--- src/rtl/preload_sequencer.sv ---
// Weight pre-load sequencer: streams a column-major N x N weight matrix,
// splits each weight into a reduced part for the systolic weight memory and
// a compensation part for up to CROWS outlier rows per column, pads unused
// compensation slots, and flags per-column outlier overflow.
module preload_sequencer #(
  parameter int N     = 8,
  parameter int WW    = 8,
  parameter int RW    = 5,
  parameter int CROWS = 3,
  localparam int CW   = WW - RW,
  localparam int NB   = $clog2(N),
  localparam int AW   = 2 * NB,
  localparam int CSW  = (CROWS > 1) ? $clog2(CROWS) : 1
) (
  input  logic          clk,
  input  logic          rst,
  input  logic          start,
  input  logic          w_valid,
  output logic          w_ready,
  input  logic [WW-1:0] w_data,
  output logic          wm_we,
  output logic [AW-1:0] wm_addr,
  output logic [RW-1:0] wm_data,
  output logic          cm_we,
  output logic [NB-1:0] cm_col,
  output logic [CSW-1:0] cm_slot,
  output logic [NB-1:0] cm_row,
  output logic [CW-1:0] cm_weight,
  output logic          busy,
  output logic          done,
  output logic [N-1:0]  ovf
);

  // Slot counter must reach CROWS itself, so it is one state wider than cm_slot.
  localparam int SW = $clog2(CROWS + 1);
  localparam logic [SW-1:0] SLOT_FULL = SW'(CROWS);
  localparam logic [SW-1:0] SLOT_LAST = SW'(CROWS - 1);
  localparam logic [NB-1:0] IDX_LAST  = '1;

  typedef enum logic [1:0] {IDLE, LOAD, PAD, FIN} state_t;

  state_t        state, state_d;
  logic [NB-1:0] row, col;
  logic [SW-1:0] slot, slot_after;
  logic [CW-1:0] hi;
  logic [RW-1:0] lo;
  logic          accept, outlier, slot_avail;

  assign hi         = w_data[WW-1:RW];
  assign lo         = w_data[RW-1:0];
  assign outlier    = (hi != '0);
  assign slot_avail = (slot < SLOT_FULL);
  assign accept     = (state == LOAD) && w_valid;
  assign slot_after = (outlier && slot_avail) ? slot + SW'(1) : slot;

  assign w_ready = (state == LOAD);
  assign busy    = (state == LOAD) || (state == PAD);
  assign done    = (state == FIN);

  // State register.
  always_ff @(posedge clk or negedge rst) begin
    if (!rst) state <= IDLE;
    else      state <= state_d;
  end

  // Next-state decode; the PAD decision uses the slot count including the
  // outlier accepted on the column's last row.
  always_comb begin
    state_d = state;
    unique case (state)
      IDLE: if (start) state_d = LOAD;
      LOAD: begin
        if (accept && row == IDX_LAST) begin
          if (slot_after < SLOT_FULL) state_d = PAD;
          else if (col == IDX_LAST)   state_d = FIN;
        end
      end
      PAD:  if (slot == SLOT_LAST) state_d = (col == IDX_LAST) ? FIN : LOAD;
      FIN:  state_d = IDLE;
      default: state_d = IDLE;
    endcase
  end

  // Counters, overflow flags and registered memory write strobes.
  always_ff @(posedge clk or negedge rst) begin
    if (!rst) begin
      row       <= '0;
      col       <= '0;
      slot      <= '0;
      ovf       <= '0;
      wm_we     <= 1'b0;
      wm_addr   <= '0;
      wm_data   <= '0;
      cm_we     <= 1'b0;
      cm_col    <= '0;
      cm_slot   <= '0;
      cm_row    <= '0;
      cm_weight <= '0;
    end else begin
      wm_we <= 1'b0;
      cm_we <= 1'b0;
      unique case (state)
        IDLE: begin
          if (start) begin
            row  <= '0;
            col  <= '0;
            slot <= '0;
            ovf  <= '0;
          end
        end
        LOAD: begin
          if (accept) begin
            wm_we   <= 1'b1;
            wm_addr <= {col, row};
            wm_data <= (outlier && !slot_avail) ? '1 : lo;
            if (outlier && slot_avail) begin
              cm_we     <= 1'b1;
              cm_col    <= col;
              cm_slot   <= slot[CSW-1:0];
              cm_row    <= row;
              cm_weight <= hi;
            end
            if (outlier && !slot_avail) ovf[col] <= 1'b1;
            row  <= row + NB'(1);
            slot <= slot_after;
            // Column already full of outliers: skip PAD and move straight on.
            if (row == IDX_LAST && slot_after == SLOT_FULL && col != IDX_LAST) begin
              col  <= col + NB'(1);
              slot <= '0;
            end
          end
        end
        PAD: begin
          cm_we     <= 1'b1;
          cm_col    <= col;
          cm_slot   <= slot[CSW-1:0];
          cm_row    <= '0;
          cm_weight <= '0;
          slot      <= slot + SW'(1);
          if (slot == SLOT_LAST && col != IDX_LAST) begin
            col  <= col + NB'(1);
            row  <= '0;
            slot <= '0;
          end
        end
        default: ;
      endcase
    end
  end

endmodule

--- config.mk ---
export PLATFORM = sky130hd
export DESIGN_NAME = preload_sequencer
export DESIGN_NICKNAME = d
export VERILOG_FILES = /design/src/rtl/preload_sequencer.sv
export SDC_FILE = /design/constraint.sdc
export NUM_CORES = 1
export LEC_CHECK = 0
export BUFFER_PORTS_ARGS = -buffer_cell sky130_fd_sc_hd__buf_2
export CORE_UTILIZATION = 30
export DETAILED_ROUTE_END_ITERATION = 10
export SLEW_MARGIN = 5
export SYNTH_ARGS = -nofsm -noshare
export SYNTH_HDL_FRONTEND = slang
export SYNTH_SLANG_ARGS = --single-unit
--- constraint.sdc ---
create_clock -name clk -period 4.4 [get_ports clk]
set_input_delay 0.88 -clock clk [delete_from_list [all_inputs] [get_ports clk]]
set_output_delay 0.88 -clock clk [all_outputs]
set_load 0.005 [all_outputs]
==> key figures, run 1 <==
Synthesis
  • EDFF count, synth: 0
  • Net count after synthesis: 211
  • Synth area leader: dfrtp_1
  • Ys flop type: dfrtp_1
  • Post-synthesis sequential area ratio: 51.6%
  • Syn Area/Cell: ~11 sq um
  • Synth top area cells: dfrtp_1, mux2_2, ha_1, nand2_1, o21ai_0
  • FF+latch count, synth: 42
  • Synth warn: 0
  • Mapped cell area: 0.00204 sq mm
  • Commonest cells post-synth: dfrtp_1, nand2_1, o21ai_0
  • Share of the synthesized area in the top cell type: between 50% and 60%
  • Synth cell types: 38
  • Mapped Cells: 189
  • Asr flop ratio synth: 100%
  • Most numerous cell in the Yosys netlist: dfrtp_1

Floorplan
  • DIE AREA: about 0.007 sq mm
  • Total core area: 0.00646 sq mm
  • Die span in x: 84.4 microns
  • Ports: 47
  • Initial Util: 31.5%
  • Chip height: 84.4 microns
  • Site row count: 29

Final layout
  • Layout cells sized above 1: 31.6%
  • Nets: between 200 and 300
  • Non-Filler Instances: 314
  • Layout overhead on the synthesized area: 20.0%
  • # diodes: 0

Clocking
  • Post-CTS setup buffers: 0
  • H-tree levels: 2
  • Bufs on Longest Clock Path: 2
  • Post_cts resized: 0
  • Clock Pin Slew Worst Setup and Hold Paths: 80 ps
  • Clock root cell: clkbuf_8
  • CTS tree: built
  • Clock Latency Late Sink: 290 ps
  • Clk sinks: 42
  • Total CTS buffers: 5
  • Hold Buf Count CTS: 0

Timing
  • Slew headroom: between 30 and 40%
  • Clock Skew: 4.97 ps
  • Final worst path period share: 55.8%
  • Slew Viols, Final: 0
  • Least-Margin Pin Slew: 942 ps
  • Fin crit period: approximately 2500 ps
  • Setup TNS: 0 ps
  • Max Fclk: around 400 MHz
  • RSZ-0062 raised after global routing: false
  • Final hold violations: 0
  • Setup Viol. Count Final: 0

Global route
  • Met2 usage: 20.6%
  • Met1 Usage GRT: 19.0%
  • First-pass GRT wire length: 7.54 mm
  • GRT Residual Overflow: 0
  • Initial antenna violation count: 0
  • GRT busiest layer: met2
  • M3 GR Usage: about 3.1%
  • GRT Total Usage: a little over an eighth
  • Largest net degree at the start of global routing: 43
  • Vias in the first global route: 1505

Place
  • Post-detail-place hpwl: 3.17 mm
  • GP Congestion: 0.842
  • I/O Buffers: 46
  • # placed instances: 306

Critical path
  • Startpoint types: flip-flop
  • Critical-path maximum fanout: 14
  • Worst EP arrival: 1580 ps
  • Critical path type: reg2out
  • Crit end category: output pin
  • Family with the most delay on the worst path: adder cells
  • Worst-path cell chain: inv_1 > ha_1 > buf_2
  • Crit-path max cell delay: 490 ps
  • CP max-delay cell: ha_1
  • WP data required: 3520 ps
  • CP bufs+invs: 2

Route
  • Post-DR wirelength/cell: ~14 microns
  • Vias per Instance: 4.93
  • Initial DRT Pass Iterations: 7
  • Initial DRC Count: 82
  • Final ANT Viol Nets: 0
  • DR vias: 1548
  • Residual DRC count: 8
  • Detailed Route WL: 4.46 mm

Flow run
  • Max_cap viols: 0

Pwr
  • Power Density: 721 mW/mm^2
  • VDD IR max: 0.000328 V
  • Leakage: 1.24 nW

Hold path
  • Type of the most critical hold path: reg2reg

Outcome
  • Status: finished with violations
  • Failing checks: DRC
-- routing by layer --
layer,routed length (microns),vias to the layer above
met4,38,0
met1,2210,749
met5,0,-
met3,230,4
met2,1980,41
li1,-,754
-- cell families (layout without fill, tap and decap cells) --
kind of cell    after synthesis  in the layout  share of synthesized area (%)
fa+ha+maj                    10             10                           6.14
flops                        42             42                           51.6
compound gates               42             42                           13.6
simple gates                 57             57                           13.8
buf+inv                      17             65                           3.44
mux                          20             20                           11.0
xor+xnor                      1              1                          0.430
-- area by class of cell --
class	count	area (sq um)
Clock buffer	6	72.6
Clock inverter	2	37.5
Fill cell	670	4010
Inverter	11	41.3
Multi-Input combinational cell	130	916
Sequential cell	42	1050
Tap cell	77	96.3
Timing Repair Buffer	46	230
-- cell usage in the layout (no fill, tap or decap), drive strengths merged, types with 8 or more instances in the layout --
| master | count |
|---|---|
| ha | 10 |
| nor2b | 10 |
| mux2 | 16 |
| dfrtp | 42 |
| o21ai | 17 |
| buf | 46 |
| nor2 | 8 |
| inv | 11 |
| nand2 | 28 |
-- sequential cells by signal, summed over array words and instances (netlist names) --
register   count
cm_row         3
row            3
wm_addr        6
cm_weight      3
wm_we          1
cm_slot        2
cm_we          1
col            3
slot           2
cm_col         3
ovf            8
wm_data        5
state          2
-- worst register-to-register path, stage by stage, from the launching register on --
cell	delay (ps)
dfrtp_1	460
inv_1	130
ha_1	490
nand2_1	530
nor2_1	220
nand3_1	170
o31ai_1	280
-- power by group --
group	total, W	switching (W)	internal (W)
clock network	0.000306	0.000137	0.000169
registers	0.000640	0.000109	0.000531
logic	0.000816	0.000432	0.000384
total	0.00176	0.000678	0.00108
-- path summary, 6_finish.rpt --
| path | slack, ps | from | end | depth (start not counted) |
|---|---|---|---|---|
| max in group asynchronous | 3080 | rst | col[1] | 1 |
| max reg2reg | 2020 | state[1] | ovf[7] | 6 |
| min reg2reg | 470 | wm_data[1] | wm_data[1] | 2 |
| min in group asynchronous | 720 | rst | cm_weight[1] | 1 |
| max | 1940 | state[1] | w_ready | 3 |
| min | 470 | wm_data[1] | wm_data[1] | 2 |
-- through the flow --
step	util (%)	power, W	hold slack (ps)	cell area (sq um)	worst slack, ps
floorplan	-	0.00121	463	2040	2250
global placement	36.1	0.00145	444	2330	1890
detailed placement	36.1	0.00147	454	2330	1830
CTS	37.9	0.00178	474	2440	1940
global route	37.9	0.00192	523	2440	1770
finish	37.9	0.00176	467	2440	1940
No activity file was read; power rests on OpenSTA's default activity.
==> run 2: changes to the inputs <==
- clock period: 4.4 -> 2.03 ns (I/O delays scaled with it)
==> run 2 against run 1 <==
The run still ends with DRC left. First-iteration DRC count shrank 32%. Non-clock buffer count grew 22. Critical path depth grew 3. Clock skew grew 1.4 ps. Count of clock-buffer cells in the layout shrank 1. Cell count grew 7.0%. Die area is the same. Core utilization grew 2.6 points. Sequential share of layout area shrank 2.8 points. Register-to-register slack lost 2000 ps. Via count grew 3.7%. Critical endpoint is now col[0]. Largest power group unchanged.
==> key figures, run 2 (synthesis gave the netlist of run 1 again) <==
Global route
  • GRT Residual Overflow: 0
  • GRT Total Usage: between 10% and 20%
  • Largest net degree at the start of global routing: 24
  • Vias in the first global route: 1579
  • First-pass GRT wire length: 7.45 mm
  • Initial antenna violation count: 0

Place
  • I/O Buffers: 46
  • Post-detail-place hpwl: 3.41 mm
  • GP Congestion: around 0.77
  • # placed instances: 328

Critical path
  • Worst EP arrival: 2160 ps
  • Crit end category: flip-flop
  • CP max-delay cell: or4_4
  • Startpoint types: flip-flop
  • Critical path type: reg2reg
  • Worst-path cell chain: inv_2 > ha_4 > or4_4 > a21o_1 > a21oi_4 > mux2_4
  • Critical-path maximum fanout: 4
  • Crit-path max cell delay: 510 ps
  • WP data required: 2230 ps

Final layout
  • Layout cells sized above 1: 38.6%
  • Top Registers: ovf x8, wm_addr x6, wm_data x5
  • Most frequent cells in the layout: buf_2, dfrtp_1, nand2_1
  • Max reg flops: 8
  • # diodes: 0
  • Nets: 280
  • Fin util: 40.5%
  • Commonest non-fill, non-tap cell in the layout: buf_2
  • Non-Filler Instances: between 300 and 400
  • Layout overhead on the synthesized area: 28.4%
  • Largest Register: ovf

Outcome
  • Status: finished with violations
  • Failing checks: DRC

Floorplan
  • Die span in x: 84.4 microns
  • Total core area: around 0.0065 sq mm
  • Site row count: 29
  • Initial Util: 31.5%
  • Ports: 47
  • Chip height: 84.4 microns
  • DIE AREA: 0.00712 sq mm

Timing
  • RSZ-0062 raised after global routing: false
  • Max Fclk: roughly 510 MHz
  • Final worst path period share: 96.6%
  • Slew Viols, Final: 0
  • Worst hold margin: 59.7 ps
  • Least-Margin Pin Slew: approximately 500 ps
  • Clock Skew: 6.36 ps
  • Fin crit period: 1960 ps
  • Final hold violations: 0
  • Setup Viol. Count Final: 0
  • Setup TNS: 0 ps
  • Slew headroom: approximately two thirds

Flow run
  • Max_cap viols: 0

Clocking
  • Clock root cell: clkbuf_8
  • CTS tree: built
  • H-tree levels: 2
  • Post-CTS setup buffers: 0
  • Clock Pin Slew Worst Setup and Hold Paths: approximately 90 ps
  • Total CTS buffers: 5
  • Clock Latency Late Sink: 300 ps
  • Bufs on Longest Clock Path: 2
  • Hold Buf Count CTS: 0
  • Clk sinks: between 40 and 50
  • Post_cts resized: 0

Pwr
  • Internal Power: 0.00252 W
  • Leakage: 1.35 nW
  • Power Density: 1560 mW/mm^2
  • Seq pwr share: roughly a third
  • Switching Share: 38.2%
  • Clk network pwr share: 13.7%
  • Power share of the combinational group: 53.5%
  • Sw Pwr: roughly 0.0016 W
  • VDD IR max: approximately 0.00063 V

Hold path
  • Type of the most critical hold path: in2async

Route
  • Detailed Route WL: ~4.6 mm
  • DR vias: roughly 1600
  • Vias per Instance: 4.78
  • Residual DRC count: 4
  • Initial DRT Pass Iterations: 10
  • Final ANT Viol Nets: 0
  • Initial DRC Count: 56
  • Post-DR wirelength/cell: roughly 14 microns
run 2: final timing paths:
kind / slack, ps / end / depth (start not counted) / from
max in group asynchronous: 1470 / wm_addr[0] / 2 / rst
min: 60 / ovf[5] / 1 / rst
max reg2reg: 70 / col[0] / 6 / slot[0]
min reg2reg: 470 / wm_data[3] / 2 / wm_data[3]
min in group clk: 330 / wm_data[2] / 3 / w_data[2]
max: 70 / col[0] / 6 / slot[0]
run 2: area by class of cell:
class                      instances  area, sq um
clock buffer                       5         68.8
fill                             664         3840
sequential                        42         1050
tap                               77         96.3
inverter                          11         41.3
timing repair buffer              68          408
multi-input combinational        130          928
clock inverter                     3         21.3
run 2: metrics by stage:
step	power (W)	setup WS (ps)	instance area (sq um)
2_1_floorplan	0.00265	9.79	2050
3_3_place_gp	0.00354	83.3	2520
3_5_place_dp	0.00356	80.4	2520
4_1_cts	0.00413	72.1	2620
5_1_grt	0.00441	17.5	2620
6_report	0.00409	69.7	2620
run 2: routing by layer:
layer / part of all wire (%) / vias to the layer above / GRT usage (%)
met5: 0 / - / 0
met4: 1.3 / 0 / 4.62
met3: 4.1 / 8 / 3.24
met2: 47 / 35 / 22.3
met1: 47 / 774 / 16.9
li1: - / 789 / -
run 2: power groups by stage:
stage / logic, W / clock network (W) / registers, W
detailed placement: 0.00221 / 0 / 0.00136
global route: 0.00243 / 0.000604 / 0.00138
floorplan: 0.00126 / 0 / 0.00139
finish: 0.00219 / 0.000561 / 0.00134
global placement: 0.00219 / 0 / 0.00135
CTS: 0.00222 / 0.000573 / 0.00134
run 2: worst max-delay path, delay by kind of cell (launching register included):
family	cells	cell delay, ps
adder cells (fa/ha/maj)	1	210
flip-flops	1	410
buffers and inverters	1	90
AO/OA/AOI/OAI	2	340
AND/OR/NAND/NOR	1	510
multiplexers	1	300
==> run 3: changes to the inputs <==
- BUFFER_PORTS_ARGS: -buffer_cell sky130_fd_sc_hd__buf_2 -> -buffer_cell sky130_fd_sc_hd__buf_4
- CORE_UTILIZATION: 30 -> 39
==> run 3 against run 2 <==
The flow now finishes without violations. Power is 3.3% higher. Worst setup slack lost 49 ps. Clock skew decreased by 2.0 ps. Cell area is 2.9% higher. First-iteration DRC count is 7.1% lower. Worst hold slack better by 35 ps. Sequential share of layout area fell by 1.1 points. Critical path depth unchanged. Clock power is 6.6% lower. Combinational power grew 7%.
==> key figures, run 3 (synthesis gave the netlist of run 1 again) <==
Outcome
  • Status: complete, no violations

Flow run
  • Max_cap viols: 0

Hold path
  • Type of the most critical hold path: in2async

Route
  • Initial DRC Count: 52
  • Detailed Route WL: 4.34 mm
  • Vias per Instance: roughly 4.9
  • Residual DRC count: 0
  • DR vias: 1578
  • Final ANT Viol Nets: 0
  • Post-DR wirelength/cell: 13.4 microns
  • Initial DRT Pass Iterations: 4

Critical path
  • Critical path type: reg2reg
  • Reg2reg end: col[0]
  • WP depth: 6
  • Crit-path max cell delay: approximately 510 ps
  • WP data required: 2210 ps
  • Critical-path maximum fanout: 4
  • Crit end category: flip-flop
  • Startpoint types: flip-flop
  • CP max-delay cell: or4_4
  • Worst r2r path cells: 6
  • R2R Setup Slk: slightly above 20 ps
  • Family with the most delay on the worst path: simple AND/OR/NAND/NOR gates
  • CP bufs+invs: 1
  • Worst-path cell chain: inv_2 > ha_4 > or4_4 > a21o_1 > a21oi_4 > mux2_4
  • Worst EP arrival: 2190 ps
  • R2R Path Start: slot[0]

Floorplan
  • Die span in x: 74.3 microns
  • DIE AREA: 0.00552 sq mm
  • Site row count: 25
  • Initial Util: about two fifths
  • Chip height: 74.3 microns
  • Ports: 47
  • Total core area: just under 0.005 sq mm

Place
  • Placed inst area: 0.00258 sq mm
  • GP Congestion: 0.784
  • # placed instances: between 300 and 400
  • Post-detail-place hpwl: 3.12 mm
  • I/O Buffers: 46

Final layout
  • # diodes: 0
  • Largest Register: ovf
  • Non-Filler Instances: about 320
  • Most frequent cells in the layout: buf_4, dfrtp_1, nand2_1
  • Layout overhead on the synthesized area: 32.1%
  • Top Registers: ovf x8, wm_addr x6, wm_data x5
  • Layout cells sized above 1: 37.5%
  • Max reg flops: 8
  • Nets: 277
  • Fin util: 55.2%
  • Design area: 0.00269 sq mm
  • Commonest non-fill, non-tap cell in the layout: buf_4

Pwr
  • Sw Pwr: 0.00154 W
  • Switching Share: a little over a third
  • Power Density: 1570 mW/mm^2
  • Power Total: 0.00422 W
  • VDD IR max: 0.000666 V
  • Seq pwr share: 32.0%
  • Leakage: between 1 and 1.5 nW
  • Power share of the combinational group: 55.6%
  • Internal Power: 0.00268 W
  • Clk network pwr share: 12.4%

Clocking
  • H-tree levels: 2
  • CTS tree: built
  • Total CTS buffers: 5
  • Bufs on Longest Clock Path: 2
  • Clock Pin Slew Worst Setup and Hold Paths: 80 ps
  • Clock Latency Late Sink: 290 ps
  • Clk sinks: 42
  • Clock root cell: clkbuf_8

Global route
  • GRT Total Usage: 16.9%
  • GRT Residual Overflow: 0
  • Initial antenna violation count: 0
  • First-pass GRT wire length: 6.92 mm
  • Vias in the first global route: 1451
  • Largest net degree at the start of global routing: 43

Timing
  • Clock Skew: 4.39 ps
  • Slew Viols, Final: 0
  • Fin crit period: 2010 ps
  • Final worst path period share: 99.0%
  • RSZ-0062 raised after global routing: true
  • Least-Margin Pin Slew: ~570 ps
  • Final hold violations: 0
  • Slew headroom: 61.6%
  • Max Fclk: 498 MHz
  • Setup Viol. Count Final: 0
  • Worst hold margin: 94.7 ps
## run 3: cell type report
type                            count  area [sq um]
Fill cell                         466          2190
Sequential cell                    42          1050
Multi-Input combinational cell    130           928
Timing Repair Buffer               65           500
Tap cell                           67          83.8
Clock buffer                        6          72.6
Inverter                           11          41.3
Clock inverter                      2          13.8
## run 3: through the flow
stage / TNS (ps) / setup WS (ps)
finish: 0 / 20.7
detailed placement: 0 / 7.38
global route: -51.0 / -23.8
floorplan: 0 / 9.79
CTS: 0 / 22.2
global placement: 0 / 28.8
## run 3: repair_timing
action,4_1_cts,5_1_grt
setup buffers,1,2
hold buffers,0,0
hold endpoints to repair,0,0
endpoints found under the setup margin,1,3
resized for setup,0,0
## run 3: worst max path at each step
stage	startpoint	end	slack (ps)
floorplan	slot[0]	col[0]	10
finish	slot[0]	col[0]	20
global route	slot[0]	col[0]	-20
detailed placement	slot[0]	col[0]	7
CTS	slot[0]	col[0]	20
global placement	slot[0]	col[0]	30
## run 3: power groups by stage
stage | clock (W) | combinational (W) | sequential [W]
6_report | 0.000524 | 0.00235 | 0.00135
5_1_grt | 0.000578 | 0.00261 | 0.00139
4_1_cts | 0.000550 | 0.00235 | 0.00135
3_5_place_dp | 0 | 0.00233 | 0.00137
3_3_place_gp | 0 | 0.00231 | 0.00136
2_1_floorplan | 0 | 0.00126 | 0.00139
## run 3: routing by layer
layer | routed length (microns) | vias up | track usage [%] | part of all wire, %
met2 | 2090 | 32 | 26.9 | 48
met1 | 2080 | 757 | 22.7 | 48
met3 | 145 | 2 | 4.07 | 3.3
met4 | 15 | 0 | 6.08 | 0.35
met5 | 0 | - | 0 | 0
li1 | - | 787 | - | -
